<file path="src/rtl/serial_comp_ctrl_if.sv">
// rtl/serial_comp_ctrl_if.sv - start/operand/result bundle for the bit-serial comparator controller
interface serial_comp_ctrl_if #(
   parameter int WIDTH = 8,
   parameter int CW    = $clog2(WIDTH) + 1
);
   logic             start;
   logic [WIDTH-1:0] a;
   logic [WIDTH-1:0] b;
   logic             busy;
   logic             done;
   logic             agb;
   logic             alb;
   logic             aeb;
   logic [CW-1:0]    nbits;

   modport master (
      output start, a, b,
      input  busy, done, agb, alb, aeb, nbits
   );

   modport slave (
      input  start, a, b,
      output busy, done, agb, alb, aeb, nbits
   );
endinterface

</file>
<file path="src/rtl/serial_comp_ctrl.sv">
// rtl/serial_comp_ctrl.sv - MSB-first bit-serial magnitude comparator built around one comp_1bit cell
module comp_1bit (
   input  logic a_i,
   input  logic b_i,
   output logic gt_o,
   output logic lt_o,
   output logic eq_o
);
   assign gt_o = a_i & ~b_i;
   assign lt_o = ~a_i & b_i;
   assign eq_o = ~(a_i ^ b_i);
endmodule

module serial_comp_ctrl #(
   parameter  int WIDTH = 8,
   localparam int CW    = $clog2(WIDTH) + 1,
   localparam int IW    = $clog2(WIDTH)
) (
   input  logic              clk,
   input  logic              rst_n,
   serial_comp_ctrl_if.slave bus
);
   typedef enum logic [1:0] {IDLE, RUN, DONE} state_t;

   state_t           state_q;
   logic [WIDTH-1:0] ra_q;
   logic [WIDTH-1:0] rb_q;
   logic [IW-1:0]    idx_q;
   logic [CW-1:0]    cnt_q;
   logic             busy_q;
   logic             done_q;
   logic             agb_q;
   logic             alb_q;
   logic             aeb_q;
   logic [CW-1:0]    nbits_q;

   logic bit_gt;
   logic bit_lt;
   logic bit_eq;

   comp_1bit u_cell (
      .a_i  (ra_q[idx_q]),
      .b_i  (rb_q[idx_q]),
      .gt_o (bit_gt),
      .lt_o (bit_lt),
      .eq_o (bit_eq)
   );

   always_ff @(posedge clk or negedge rst_n) begin
      if (!rst_n) begin
         state_q <= IDLE;
         ra_q    <= '0;
         rb_q    <= '0;
         idx_q   <= '0;
         cnt_q   <= '0;
         busy_q  <= 1'b0;
         done_q  <= 1'b0;
         agb_q   <= 1'b0;
         alb_q   <= 1'b0;
         aeb_q   <= 1'b0;
         nbits_q <= '0;
      end else begin
         case (state_q)
            IDLE: begin
               if (bus.start) begin
                  ra_q    <= bus.a;
                  rb_q    <= bus.b;
                  idx_q   <= IW'(WIDTH - 1);
                  cnt_q   <= '0;
                  agb_q   <= 1'b0;
                  alb_q   <= 1'b0;
                  aeb_q   <= 1'b0;
                  busy_q  <= 1'b1;
                  state_q <= RUN;
               end
            end
            RUN: begin
               cnt_q <= cnt_q + CW'(1);
               // First differing bit decides; all bits equal only once idx reaches 0.
               if (!bit_eq) begin
                  agb_q   <= bit_gt;
                  alb_q   <= bit_lt;
                  aeb_q   <= 1'b0;
                  nbits_q <= cnt_q + CW'(1);
                  busy_q  <= 1'b0;
                  done_q  <= 1'b1;
                  state_q <= DONE;
               end else if (idx_q == '0) begin
                  aeb_q   <= 1'b1;
                  nbits_q <= CW'(WIDTH);
                  busy_q  <= 1'b0;
                  done_q  <= 1'b1;
                  state_q <= DONE;
               end else begin
                  idx_q <= idx_q - IW'(1);
               end
            end
            DONE: begin
               done_q  <= 1'b0;
               state_q <= IDLE;
            end
            default: state_q <= IDLE;
         endcase
      end
   end

   assign bus.busy  = busy_q;
   assign bus.done  = done_q;
   assign bus.agb   = agb_q;
   assign bus.alb   = alb_q;
   assign bus.aeb   = aeb_q;
   assign bus.nbits = nbits_q;
endmodule
</file>
<file path="src/flat_wrapper.sv">
// flat-port wrapper written by rule: the top's interface ports become plain ports
module serial_comp_ctrl_flat 
#(
   parameter  int WIDTH = 8,
   localparam int CW    = $clog2(WIDTH) + 1,
   localparam int IW    = $clog2(WIDTH)
)
  (clk, rst_n, bus_start, bus_a, bus_b, bus_busy, bus_done, bus_agb, bus_alb, bus_aeb, bus_nbits);
  serial_comp_ctrl_if #(.WIDTH(WIDTH)) bus_i ();
  input  logic clk;
  input  logic rst_n;
  input wire logic [$bits(bus_i.start)-1:0] bus_start;
  input wire logic [$bits(bus_i.a)-1:0] bus_a;
  input wire logic [$bits(bus_i.b)-1:0] bus_b;
  output wire logic [$bits(bus_i.busy)-1:0] bus_busy;
  output wire logic [$bits(bus_i.done)-1:0] bus_done;
  output wire logic [$bits(bus_i.agb)-1:0] bus_agb;
  output wire logic [$bits(bus_i.alb)-1:0] bus_alb;
  output wire logic [$bits(bus_i.aeb)-1:0] bus_aeb;
  output wire logic [$bits(bus_i.nbits)-1:0] bus_nbits;
  assign bus_i.start = bus_start;
  assign bus_i.a = bus_a;
  assign bus_i.b = bus_b;
  assign bus_busy = bus_i.busy;
  assign bus_done = bus_i.done;
  assign bus_agb = bus_i.agb;
  assign bus_alb = bus_i.alb;
  assign bus_aeb = bus_i.aeb;
  assign bus_nbits = bus_i.nbits;
  serial_comp_ctrl #(.WIDTH(WIDTH)) u_core (.clk(clk), .rst_n(rst_n), .bus(bus_i));
endmodule
</file>
<file path="config.mk">
export PLATFORM = sky130hd
export DESIGN_NAME = serial_comp_ctrl_flat
export DESIGN_NICKNAME = d
export VERILOG_FILES = /design/src/rtl/serial_comp_ctrl_if.sv /design/src/rtl/serial_comp_ctrl.sv /design/src/flat_wrapper.sv
export SDC_FILE = /design/constraint.sdc
export NUM_CORES = 1
export LEC_CHECK = 0
export BUFFER_PORTS_ARGS = -buffer_cell sky130_fd_sc_hd__buf_2
export CAP_MARGIN = 20
export CORE_MARGIN = 10
export CORE_UTILIZATION = 40
export CTS_BUF_LIST = sky130_fd_sc_hd__clkbuf_16
export DETAILED_ROUTE_END_ITERATION = 8
export GPL_TIMING_DRIVEN = 0
export PLACE_DENSITY_LB_ADDON = 0.2
export SKIP_CTS_REPAIR_TIMING = 1
export SLEW_MARGIN = 20
export SYNTH_ARGS = -nofsm -noshare
export SYNTH_HDL_FRONTEND = slang
export SYNTH_HIERARCHICAL = 1
export SYNTH_SLANG_ARGS = --single-unit
</file>
<file path="constraint.sdc">
create_clock -name clk -period 2.5 [get_ports clk]
set_clock_uncertainty 0.1 [all_clocks]
set_input_delay 0.125 -clock clk [delete_from_list [all_inputs] [get_ports clk]]
set_output_delay 0.125 -clock clk [all_outputs]
set_load 0.01 [all_outputs]
</file>
==> results of run 1 <==
## cell usage in the layout, fill, tap and decap left out, drive strengths merged
cell type	count
nand2	58
dfrtp	34
buf	34
dlygate4sd3	17
inv	7
nand3	7
clkbuf	5
a22o	5
ha	5
mux4	4
nor2	4
mux2i	3
o21ai	3
xor2	2
nand3b	2
nand2b	2
nor3b	2
a21o	2
clkinv	1
and2b	1
or3b	1
a2bb2oi	1
o21a	1
nand4	1
## tightest hold or removal path: cells and delay by family
kind	cells	cell delay (ns)
buffers and inverters	1	0.11
and+or+nand+nor	3	0.40
## cell type report
cell class	instances	area [sq um]	area share
inverters	7	26.3	0.0125
flip-flops and latches	34	851	0.404
repair buffers	46	320	0.152
clock inverters	1	3.75	0.00178
clock buffers	5	125	0.0593
well taps	48	60.1	0.0285
plain buffers	5	40.0	0.0190
multi-input cells	104	682	0.323
## through the flow
stage	power (uW)	util	instance area (sq um)	hold slack, ns
after CTS	2690	0.510	1920	-0.148
final	2700	0.559	2110	0.308
after global placement	2080	0.476	1790	0.119
after floorplan	1820	-	1600	-0.271
after detailed placement	2130	0.476	1790	0.142
after global routing	2940	0.559	2110	0.343
## power groups by stage
stage          sequential (uW)  combinational, uW  clock (uW)
2_1_floorplan              978                847           0
3_3_place_gp               975               1110           0
3_5_place_dp               983               1150           0
4_1_cts                    978               1150         565
5_1_grt                   1020               1340         584
6_report                   974               1180         548
## per-layer routing
metal  up-vias  share of wire  GRT usage
li1        600              -          -
met1       550           0.47      0.117
met2        28           0.46      0.145
met3         4          0.059     0.0322
met4         0         0.0098     0.0508
met5         -              0          0
## cells by family (layout without fill, tap and decap cells)
logic type | count (synthesis) | in the layout
AOI/OAI and AO/OA | 12 | 12
xor gates and xnor gates | 2 | 2
adders and majority gates | 5 | 5
buffers and inverters | 12 | 64
DFF | 34 | 34
muxes | 7 | 7
and+or+nand+nor | 78 | 78
## flip-flops by register name, summed over array words and instances, names as in the netlist
name              count
u_core/bus.nbits      4
u_core/bus.agb        1
u_core/idx_q          3
u_core/bus.alb        1
u_core/rb_q           8
u_core/bus.aeb        1
u_core/ra_q           8
u_core/state_q        2
u_core/bus.done       1
u_core/bus.busy       1
u_core/cnt_q          4
## worst max path at each step
stage                     from  slack, ns             end
2_1_floorplan  u_core/idx_q[0]       0.27  u_core/bus.agb
3_3_place_gp   u_core/idx_q[0]       0.07  u_core/bus.agb
3_5_place_dp   u_core/idx_q[0]       0.02  u_core/bus.alb
4_1_cts        u_core/idx_q[0]      0.001  u_core/bus.alb
5_1_grt        u_core/idx_q[0]       0.03  u_core/bus.alb
6_report       u_core/idx_q[0]       0.18  u_core/bus.alb
==> impl_metrics.env, run 1 <==
export IMPL_fin_setup_tns_ns=0
export IMPL_cts_sinks=34
export IMPL_synth_top_area_frac=0.532
export IMPL_synth_compound_area_frac=0.0657
export IMPL_core_area_sq_um=3770
export IMPL_antenna_found_initial=0
export IMPL_cp_depth=8
export IMPL_fin_nets=227
export IMPL_maxCapViolCount=0
export IMPL_start_util=0.424
export IMPL_num_vias=1182
export IMPL_path_class="reg -> reg"
export IMPL_yosys_top_cells_count="nand2_1 (58), dfrtp_1 (34), inv_1 (6)"
export IMPL_avgSynthCellArea_sq_um=10.7
export IMPL_crit_path_end_kind="flip-flop"
export IMPL_n_fill_cell=331
export IMPL_power_net_switching_uw=966
export IMPL_synth_edf_count=0
export IMPL_max_stage_delay_ns=0.53
export IMPL_vdd_ir_drop_max_mv=0.413
export IMPL_path_cells="buf_2, mux4_2, nand2_1, nand2_1, ha_1, nor3b_4, nor2_2, a22o_1"
export IMPL_area_growth_pct=31.8
export IMPL_p_leak_uw=0.00110
export IMPL_worst_pin_slew_ns=0.742
export IMPL_power_density_nw_per_um2=1280
export IMPL_placedCellCount=225
export IMPL_diodes=0
export IMPL_crit_required_ns=2.56
export IMPL_avgRoutedWirePerCell_um=13.1
export IMPL_syn_num_nets=174
export IMPL_grt_max_degree=35
export IMPL_dieArea_sq_um=6930
export IMPL_pwr_share_seq=0.360
export IMPL_whs_path_depth=4
export IMPL_syn_inst=150
export IMPL_outcome="completed"
export IMPL_ys_ff_latch=34
export IMPL_vias_per_cell=4.73
export IMPL_crit_top_cell="nand2_1"
export IMPL_synth_top_family_by_area="simple AND/OR/NAND/NOR gates"
export IMPL_fin_crit_sh=0.930
export IMPL_ant_nets=0
export IMPL_grt_usage=0.0959
export IMPL_final_hold_viol_count=0
export IMPL_dp_slack_ns=0.0183
export IMPL_relSlewSlack=0.505
export IMPL_synth_distinct_cells=30
export IMPL_cp_buffers_inverters=1
export IMPL_totalWireLength_um=3280
export IMPL_grt_pass1_wl_um=5610
export IMPL_syn_area_sq_um=1600
export IMPL_final_cells=250
export IMPL_die_width_um=83.2
export IMPL_drcViolationCount=0
export IMPL_io_buffers=27
export IMPL_drtPass1Iterations=4
export IMPL_synth_area_top_cells="dfrtp_1 (53%), nand2_1 (14%), mux4_2 (5.6%)"
export IMPL_clockBufferDepth=2
export IMPL_setup_slack_ns=0.176
export IMPL_die_h_um=83.2
export IMPL_synth_top_area_cell="dfrtp_1"
export IMPL_arrival_ns=2.38
export IMPL_cts_root_buf="clkbuf_16"
export IMPL_clockPowerShare=0.203
export IMPL_hp_start="bus_start"
export IMPL_htree_levels=2
export IMPL_min_to="u_core/cnt_q[2]"
export IMPL_r2r_start="u_core/idx_q[0]"
export IMPL_cp_max_fo=7
export IMPL_synth_simple_area_share=0.236
export IMPL_yosys_warnings=6
export IMPL_clkLatencyLatePin_ns=0.27
export IMPL_grt_pass1_vias=1221
export IMPL_cpMaxStageDelayCell="mux4_2"
export IMPL_period_needed_ns=2.32
export IMPL_synth_fa_ha_area_frac=0.0391
export IMPL_synth_most_common_cell="nand2_1"
export IMPL_cp_start_kind="flip-flop"
export IMPL_r2r_cells=8
export IMPL_rows=22
export IMPL_r2r_end="u_core/bus.alb"
export IMPL_pwr_share_comb=0.437
export IMPL_synth_top_flop_cell="dfrtp_1"
export IMPL_rsz0062_at_grt="no"
export IMPL_cts_tree="yes"
export IMPL_hold_class="in -> reg"
export IMPL_max_freq_ghz=0.430
export IMPL_synth_xor_area_frac=0.0110
export IMPL_synth_area_mux_share=0.0751
export IMPL_p_int_uw=1740
export IMPL_gr_total_overflow=0
export IMPL_cts_made_buffers=5
export IMPL_ios=28
export IMPL_place_hpwl_um=2320
export IMPL_drt_initial_drc_count=61
export IMPL_clkTransAtPathRegs_ns=0.05
export IMPL_critPathTopFamily="multiplexers"
export IMPL_r2r_slack_ns=0.18
export IMPL_finalSetupViolations=0
export IMPL_final_layout_size_suffix_gt1_frac=0.272
export IMPL_seq_area_frac_synth=0.532
export IMPL_place_gp_congestion=0.766
export IMPL_synth_async_reset_ratio=1.00
export IMPL_swShare=0.357
export IMPL_slew_violations=0
No activity file was read; power rests on OpenSTA's default activity.
==> run 2, diff against run 1 <==
==> constraint.sdc (replaced) <==
create_clock -name clk -period 2.85 [get_ports clk]
set_clock_uncertainty 0.1 [all_clocks]
set_input_delay 0.1425 -clock clk [delete_from_list [all_inputs] [get_ports clk]]
set_output_delay 0.1425 -clock clk [all_outputs]
set_load 0.01 [all_outputs]
==> run 2 against run 1 <==
Compared with the run above:
- the run now ends with hold timing left
- worst hold slack worse by 0.33 ns
- worst setup slack better by 0.20 ns
- global-route usage stayed put
- design area is 1.2% lower
- die area stayed put
- clock-buffer cell count stayed put
- utilization is 0.66 points lower
==> impl_metrics.env, run 2 (synthesis gave the netlist of run 1 again) <==
export IMPL_power_net_switching_uw=843
export IMPL_htree_levels=2
export IMPL_dieArea_sq_um=6930
export IMPL_finalSetupViolations=0
export IMPL_clockPowerShare=0.206
export IMPL_antenna_found_initial=0
export IMPL_path_cells="buf_2, mux4_2, nand2_1, nand2_1, ha_1, nor3b_4, nor2_2, a22o_1"
export IMPL_die_h_um=83.2
export IMPL_crit_required_ns=2.91
export IMPL_power_density_nw_per_um2=1120
export IMPL_r2r_start="u_core/idx_q[0]"
export IMPL_cp_start_kind="flip-flop"
export IMPL_worst_pin_slew_ns=0.743
export IMPL_die_width_um=83.2
export IMPL_min_to="u_core/rb_q[3]"
export IMPL_drt_initial_drc_count=52
export IMPL_grt_pass1_wl_um=5610
export IMPL_final_cells=247
export IMPL_layout_commonest_cell="nand2_1"
export IMPL_maxCapViolCount=0
export IMPL_r2r_slack_ns=0.38
export IMPL_max_stage_delay_ns=0.53
export IMPL_cpMaxStageDelayCell="mux4_2"
export IMPL_slew_violations=0
export IMPL_place_gp_congestion=0.766
export IMPL_path_class="reg -> reg"
export IMPL_grt_pass1_vias=1221
export IMPL_totalWireLength_um=3250
export IMPL_pwr_share_comb=0.430
export IMPL_outcome="complete, but fails checks"
export IMPL_final_cell_mix="nand2_1 (58), dfrtp_1 (34), buf_2 (29), dlygate4sd3_1 (16), inv_1 (6)"
export IMPL_grt_use_met3=0.0322
export IMPL_start_util=0.424
export IMPL_cts_root_buf="clkbuf_16"
export IMPL_rsz0062_at_grt="no"
export IMPL_hold_class="in -> reg"
export IMPL_cts_sinks=34
export IMPL_final_hold_viol_count=1
export IMPL_grtUsageMet1=0.117
export IMPL_drcViolationCount=0
export IMPL_placedCellCount=225
export IMPL_swShare=0.360
export IMPL_p_int_uw=1500
export IMPL_clkLatencyLatePin_ns=0.27
export IMPL_fin_nets=224
export IMPL_whs_path_depth=3
export IMPL_clkTransAtPathRegs_ns=0.05
export IMPL_relSlewSlack=0.505
export IMPL_period_needed_ns=2.47
export IMPL_ios=28
export IMPL_num_vias=1172
export IMPL_vdd_ir_drop_max_mv=0.356
export IMPL_rows=22
export IMPL_grt_max_degree=35
export IMPL_fin_setup_tns_ns=0
export IMPL_crit_top_cell="nand2_1"
export IMPL_hp_start="bus_b[3]"
export IMPL_max_freq_ghz=0.404
export IMPL_n_fill_cell=334
export IMPL_grt_usage=0.0959
export IMPL_fin_crit_sh=0.868
export IMPL_r2r_end="u_core/bus.alb"
export IMPL_final_layout_size_suffix_gt1_frac=0.266
export IMPL_area_growth_pct=30.3
export IMPL_r2r_cells=8
export IMPL_gr_total_overflow=0
export IMPL_hold_ws_ns=-0.0265
export IMPL_pwr_share_seq=0.365
export IMPL_cts_made_buffers=5
export IMPL_post_route_util=0.552
export IMPL_grt_met2_usage=0.145
export IMPL_avgRoutedWirePerCell_um=13.2
export IMPL_diodes=0
export IMPL_arrival_ns=2.53
export IMPL_crit_path_end_kind="flip-flop"
export IMPL_cts_tree="yes"
export IMPL_top_regs="u_core/ra_q: 8 flops, u_core/rb_q: 8 flops"
export IMPL_io_buffers=27
export IMPL_vias_per_cell=4.74
export IMPL_ant_nets=0
export IMPL_cp_max_fo=7
export IMPL_violations="hold timing"
export IMPL_grt_most_used_layer="met2"
export IMPL_clockBufferDepth=2
export IMPL_place_hpwl_um=2320
export IMPL_p_leak_uw=0.00109
export IMPL_drtPass1Iterations=4
export IMPL_core_area_sq_um=3770
[run 2: cell types whose count changed in the layout (fill, tap and decap cells not counted)]
cell           before  now
buf_4               3    1
dlygate4sd3_1      17   16
[run 2: worst max path at each step]
stage | startpoint | end
global placement | u_core/idx_q[0] | u_core/bus.agb
detailed placement | u_core/idx_q[0] | u_core/bus.alb
finish | u_core/idx_q[0] | u_core/bus.alb
floorplan | u_core/idx_q[0] | u_core/bus.agb
global route | u_core/idx_q[0] | u_core/bus.alb
CTS | u_core/idx_q[0] | u_core/bus.alb
[run 2: area by class of cell]
class	count	area [sq um]	share of cell area
clock inverters	1	3.75	0.00180
repair buffers	43	295	0.142
plain buffers	5	40.0	0.0192
flip-flops and latches	34	851	0.408
well taps	48	60.1	0.0288
inverters	7	26.3	0.0126
multi-input cells	104	682	0.327
clock buffers	5	125	0.0601
[run 2: power groups by stage]
stage	Combinational, uW	Sequential [uW]	Clock (uW)
2_1_floorplan	743	858	0
3_3_place_gp	970	855	0
3_5_place_dp	1000	862	0
4_1_cts	1010	858	495
5_1_grt	1140	893	513
6_report	1010	854	481
[run 2: critical path, delay by kind of cell, from the launching register on]
family,cells,cell delay (ns)
simple gates,4,0.63
flops,1,0.32
fa+ha+maj,1,0.37
buf+inv,1,0.22
mux,1,0.53
compound gates,1,0.19
[run 2: metal layers]
layer | up-vias | routed length, um
met1 | 547 | 1540
met5 | - | 0
met3 | 6 | 189
met2 | 27 | 1470
met4 | 0 | 52
li1 | 592 | -
[run 2: stage by stage]
step	setup WS, ns	cell area (sq um)	power [uW]
floorplan	0.618	1600	1600
global placement	0.420	1790	1820
detailed placement	0.368	1790	1870
CTS	0.351	1920	2360
global route	0.202	2080	2550
finish	0.376	2080	2340
==> run 3, diff against run 2 <==
--- a/config.mk
+++ b/config.mk
@@ -5,6 +5,7 @@
 export SDC_FILE = /design/constraint.sdc
 export NUM_CORES = 1
 export LEC_CHECK = 0
+export ABC_AREA = 1
 export BUFFER_PORTS_ARGS = -buffer_cell sky130_fd_sc_hd__buf_2
 export CAP_MARGIN = 20
 export CORE_MARGIN = 10
==> run 3 against run 2 <==
Compared with the run above:
- the flow still finishes with violations (hold timing)
- global-route usage up 0.91 points
- worst hold slack gained 0.0055 ns
- sequential power fell by 3.9%
- critical path depth up 5
- sequential share of layout area fell by 2.0 points
- power increased by 12%
- non-clock buffer count is 3 lower
- synthesized cell count is 36% higher
- largest power group unchanged
- clock power is essentially flat
- routed wire length grew 14%
==> impl_metrics.env, run 3 <==
export IMPL_place_gp_congestion=0.765
export IMPL_totalWireLength_um=3700
export IMPL_fin_nets=275
export IMPL_min_to="u_core/rb_q[1]"
export IMPL_synth_most_common_cell="nand2_1"
export IMPL_hp_start="bus_b[1]"
export IMPL_seq_area_frac_synth=0.490
export IMPL_synth_async_reset_ratio=1.00
export IMPL_pwr_share_seq=0.314
export IMPL_top_regs="u_core/ra_q: 8 flops, u_core/rb_q: 8 flops"
export IMPL_ios=28
export IMPL_slew_violations=0
export IMPL_grt_pass1_wl_um=6290
export IMPL_clockBufferDepth=2
export IMPL_clockPowerShare=0.184
export IMPL_final_hold_viol_count=4
export IMPL_power_uw=2620
export IMPL_postLayoutCellArea_sq_um=2190
export IMPL_synth_edf_count=0
export IMPL_crit_path_end_kind="flip-flop"
export IMPL_multi_input_area_sq_um=712
export IMPL_pwr_share_comb=0.502
export IMPL_die_width_um=85.9
export IMPL_maxCapViolCount=0
export IMPL_hold_ws_ns=-0.0210
export IMPL_path_cells="clkinv_1, nand2_1, nand3_1, nand2_1, nand2_1, nand2_1, inv_1, ha_1, nand2_1, nand2_2, nand2_1, nand2_1, inv_1"
export IMPL_fin_setup_tns_ns=0
export IMPL_max_freq_ghz=0.459
export IMPL_clkTransAtPathRegs_ns=0.05
export IMPL_final_layout_size_suffix_gt1_frac=0.256
export IMPL_violations="hold timing"
export IMPL_clkLatencyLatePin_ns=0.27
export IMPL_syn_area_sq_um=1740
export IMPL_core_area_sq_um=4090
export IMPL_power_density_nw_per_um2=1190
export IMPL_r2r_slack_ns=0.67
export IMPL_relSlewSlack=0.495
export IMPL_dieArea_sq_um=7370
export IMPL_drtPass1Iterations=4
export IMPL_rows=23
export IMPL_r2r_start="u_core/idx_q[0]"
export IMPL_fin_crit_sh=0.765
export IMPL_syn_inst=204
export IMPL_worst_pin_slew_ns=0.758
export IMPL_rsz0062_at_grt="no"
export IMPL_layout_commonest_cell="nand2_1"
export IMPL_n_fill_cell=404
export IMPL_cpMaxStageDelayCell="ha_1"
export IMPL_avgRoutedWirePerCell_um=12.3
export IMPL_p_leak_uw=0.00118
export IMPL_antenna_found_initial=0
export IMPL_synth_area_top_cells="dfrtp_1 (49%), nand2_1 (17%), o21ai_2 (8.1%)"
export IMPL_cts_made_buffers=5
export IMPL_syn_num_nets=228
export IMPL_outcome="complete, but fails checks"
export IMPL_cts_sinks=34
export IMPL_cp_start_kind="flip-flop"
export IMPL_dpl_instance_area_sq_um=1930
export IMPL_cp_buffers_inverters=3
export IMPL_vdd_ir_drop_max_mv=0.492
export IMPL_io_buffers=27
export IMPL_arrival_ns=2.25
export IMPL_ff_latch_area_sq_um=851
export IMPL_whs_path_depth=3
export IMPL_final_cell_mix="nand2_1 (78), dfrtp_1 (34), buf_2 (28), inv_1 (25), nand3_1 (19)"
export IMPL_placedCellCount=281
export IMPL_synth_top_area_frac=0.490
export IMPL_gr_total_overflow=0
export IMPL_power_net_switching_uw=1100
export IMPL_cp_max_fo=10
export IMPL_r2r_end="u_core/bus.nbits[3]"
export IMPL_grt_pass1_vias=1388
export IMPL_drt_initial_drc_count=82
export IMPL_ant_nets=0
export IMPL_swShare=0.422
export IMPL_max_stage_delay_ns=0.42
export IMPL_die_h_um=85.9
export IMPL_critPathTopFamily="simple AND/OR/NAND/NOR gates"
export IMPL_htree_levels=2
export IMPL_cts_tree="yes"
export IMPL_period_needed_ns=2.18
export IMPL_avgSynthCellArea_sq_um=8.51
export IMPL_num_vias=1389
export IMPL_synth_top_flop_cell="dfrtp_1"
export IMPL_synth_distinct_cells=23
export IMPL_area_growth_pct=26.3
export IMPL_grt_max_degree=35
export IMPL_diodes=0
export IMPL_cts_root_buf="clkbuf_16"
export IMPL_yosys_top_cells_count="nand2_1 (78), dfrtp_1 (34), inv_1 (25)"
export IMPL_start_util=0.425
export IMPL_crit_required_ns=2.92
export IMPL_place_hpwl_um=2520
export IMPL_final_cells=300
export IMPL_r2r_cells=13
export IMPL_hold_class="in -> reg"
export IMPL_synth_top_area_cell="dfrtp_1"
export IMPL_p_int_uw=1510
export IMPL_path_class="reg -> reg"
export IMPL_drcViolationCount=0
export IMPL_vias_per_cell=4.63
export IMPL_finalSetupViolations=0
export IMPL_crit_top_cell="nand2_1"
export IMPL_yosys_warnings=6
export IMPL_grt_usage=0.105
export IMPL_ys_ff_latch=34
## run 3: changes by cell type after synthesis, sizes merged, moves of 2 or more
cell / previous run / this run
nand3: 7 / 20
a22o: 5 / 0
nand2: 58 / 82
a21o: 2 / 0
mux2i: 3 / 0
nand3b: 2 / 0
mux4: 4 / 0
o21ai: 3 / 22
inv: 7 / 28
nand2b: 2 / 0
nor3b: 2 / 0
## run 3: cell families after synthesis
family          after synthesis  synth area share
compound gates               22            0.0981
xor+xnor                      2            0.0101
fa+ha+maj                     5            0.0360
buf+inv                      34            0.0995
flops                        34             0.490
simple gates                107             0.266
## run 3: power groups by stage
stage	registers (uW)	clock network (uW)	logic, uW
2_1_floorplan	837	0	982
3_3_place_gp	825	0	1280
3_5_place_dp	830	0	1300
4_1_cts	823	501	1310
5_1_grt	850	519	1500
6_report	821	482	1310
## run 3: per-layer routing
metal | vias up | share of wire | track usage
li1 | 729 | - | -
met1 | 631 | 0.48 | 0.134
met2 | 23 | 0.46 | 0.154
met3 | 6 | 0.037 | 0.0303
met4 | 0 | 0.019 | 0.0584
met5 | - | 0 | 0
## run 3: final cells by class
cell class	instances	share of cell area
well taps	50	0.0285
clock buffers	5	0.0571
multi-input cells	136	0.325
repair buffers	40	0.121
flip-flops and latches	34	0.388
clock inverters	1	0.00171
inverters	29	0.0519
plain buffers	5	0.0268
## run 3: worst max-delay path by stage
stage	startpoint	to	slack (ns)	cells past startpoint
floorplan	u_core/idx_q[0]	u_core/bus.nbits[3]	1.03	13
global placement	u_core/idx_q[0]	u_core/bus.nbits[3]	0.70	13
detailed placement	u_core/idx_q[0]	u_core/bus.nbits[3]	0.68	13
CTS	u_core/idx_q[0]	u_core/bus.nbits[3]	0.66	13
global route	u_core/idx_q[0]	u_core/bus.nbits[3]	0.41	13
finish	u_core/idx_q[0]	u_core/bus.nbits[3]	0.67	13
## run 3: per-stage QoR
| stage | setup slack, ns | utilization |
|---|---|---|
| floorplan | 1.03 | - |
| global placement | 0.702 | 0.473 |
| detailed placement | 0.680 | 0.473 |
| CTS | 0.658 | 0.505 |
| global route | 0.406 | 0.536 |
| finish | 0.670 | 0.536 |
## run 3: worst reg2reg max path, stage by stage, from the launching register on
cell,delay (ns)
dfrtp_1,0.34
clkinv_1,0.24
nand2_1,0.13
nand3_1,0.08
nand2_1,0.08
nand2_1,0.05
nand2_1,0.11
inv_1,0.06
ha_1,0.42
nand2_1,0.12
nand2_2,0.17
nand2_1,0.07
nand2_1,0.06
inv_1,0.03
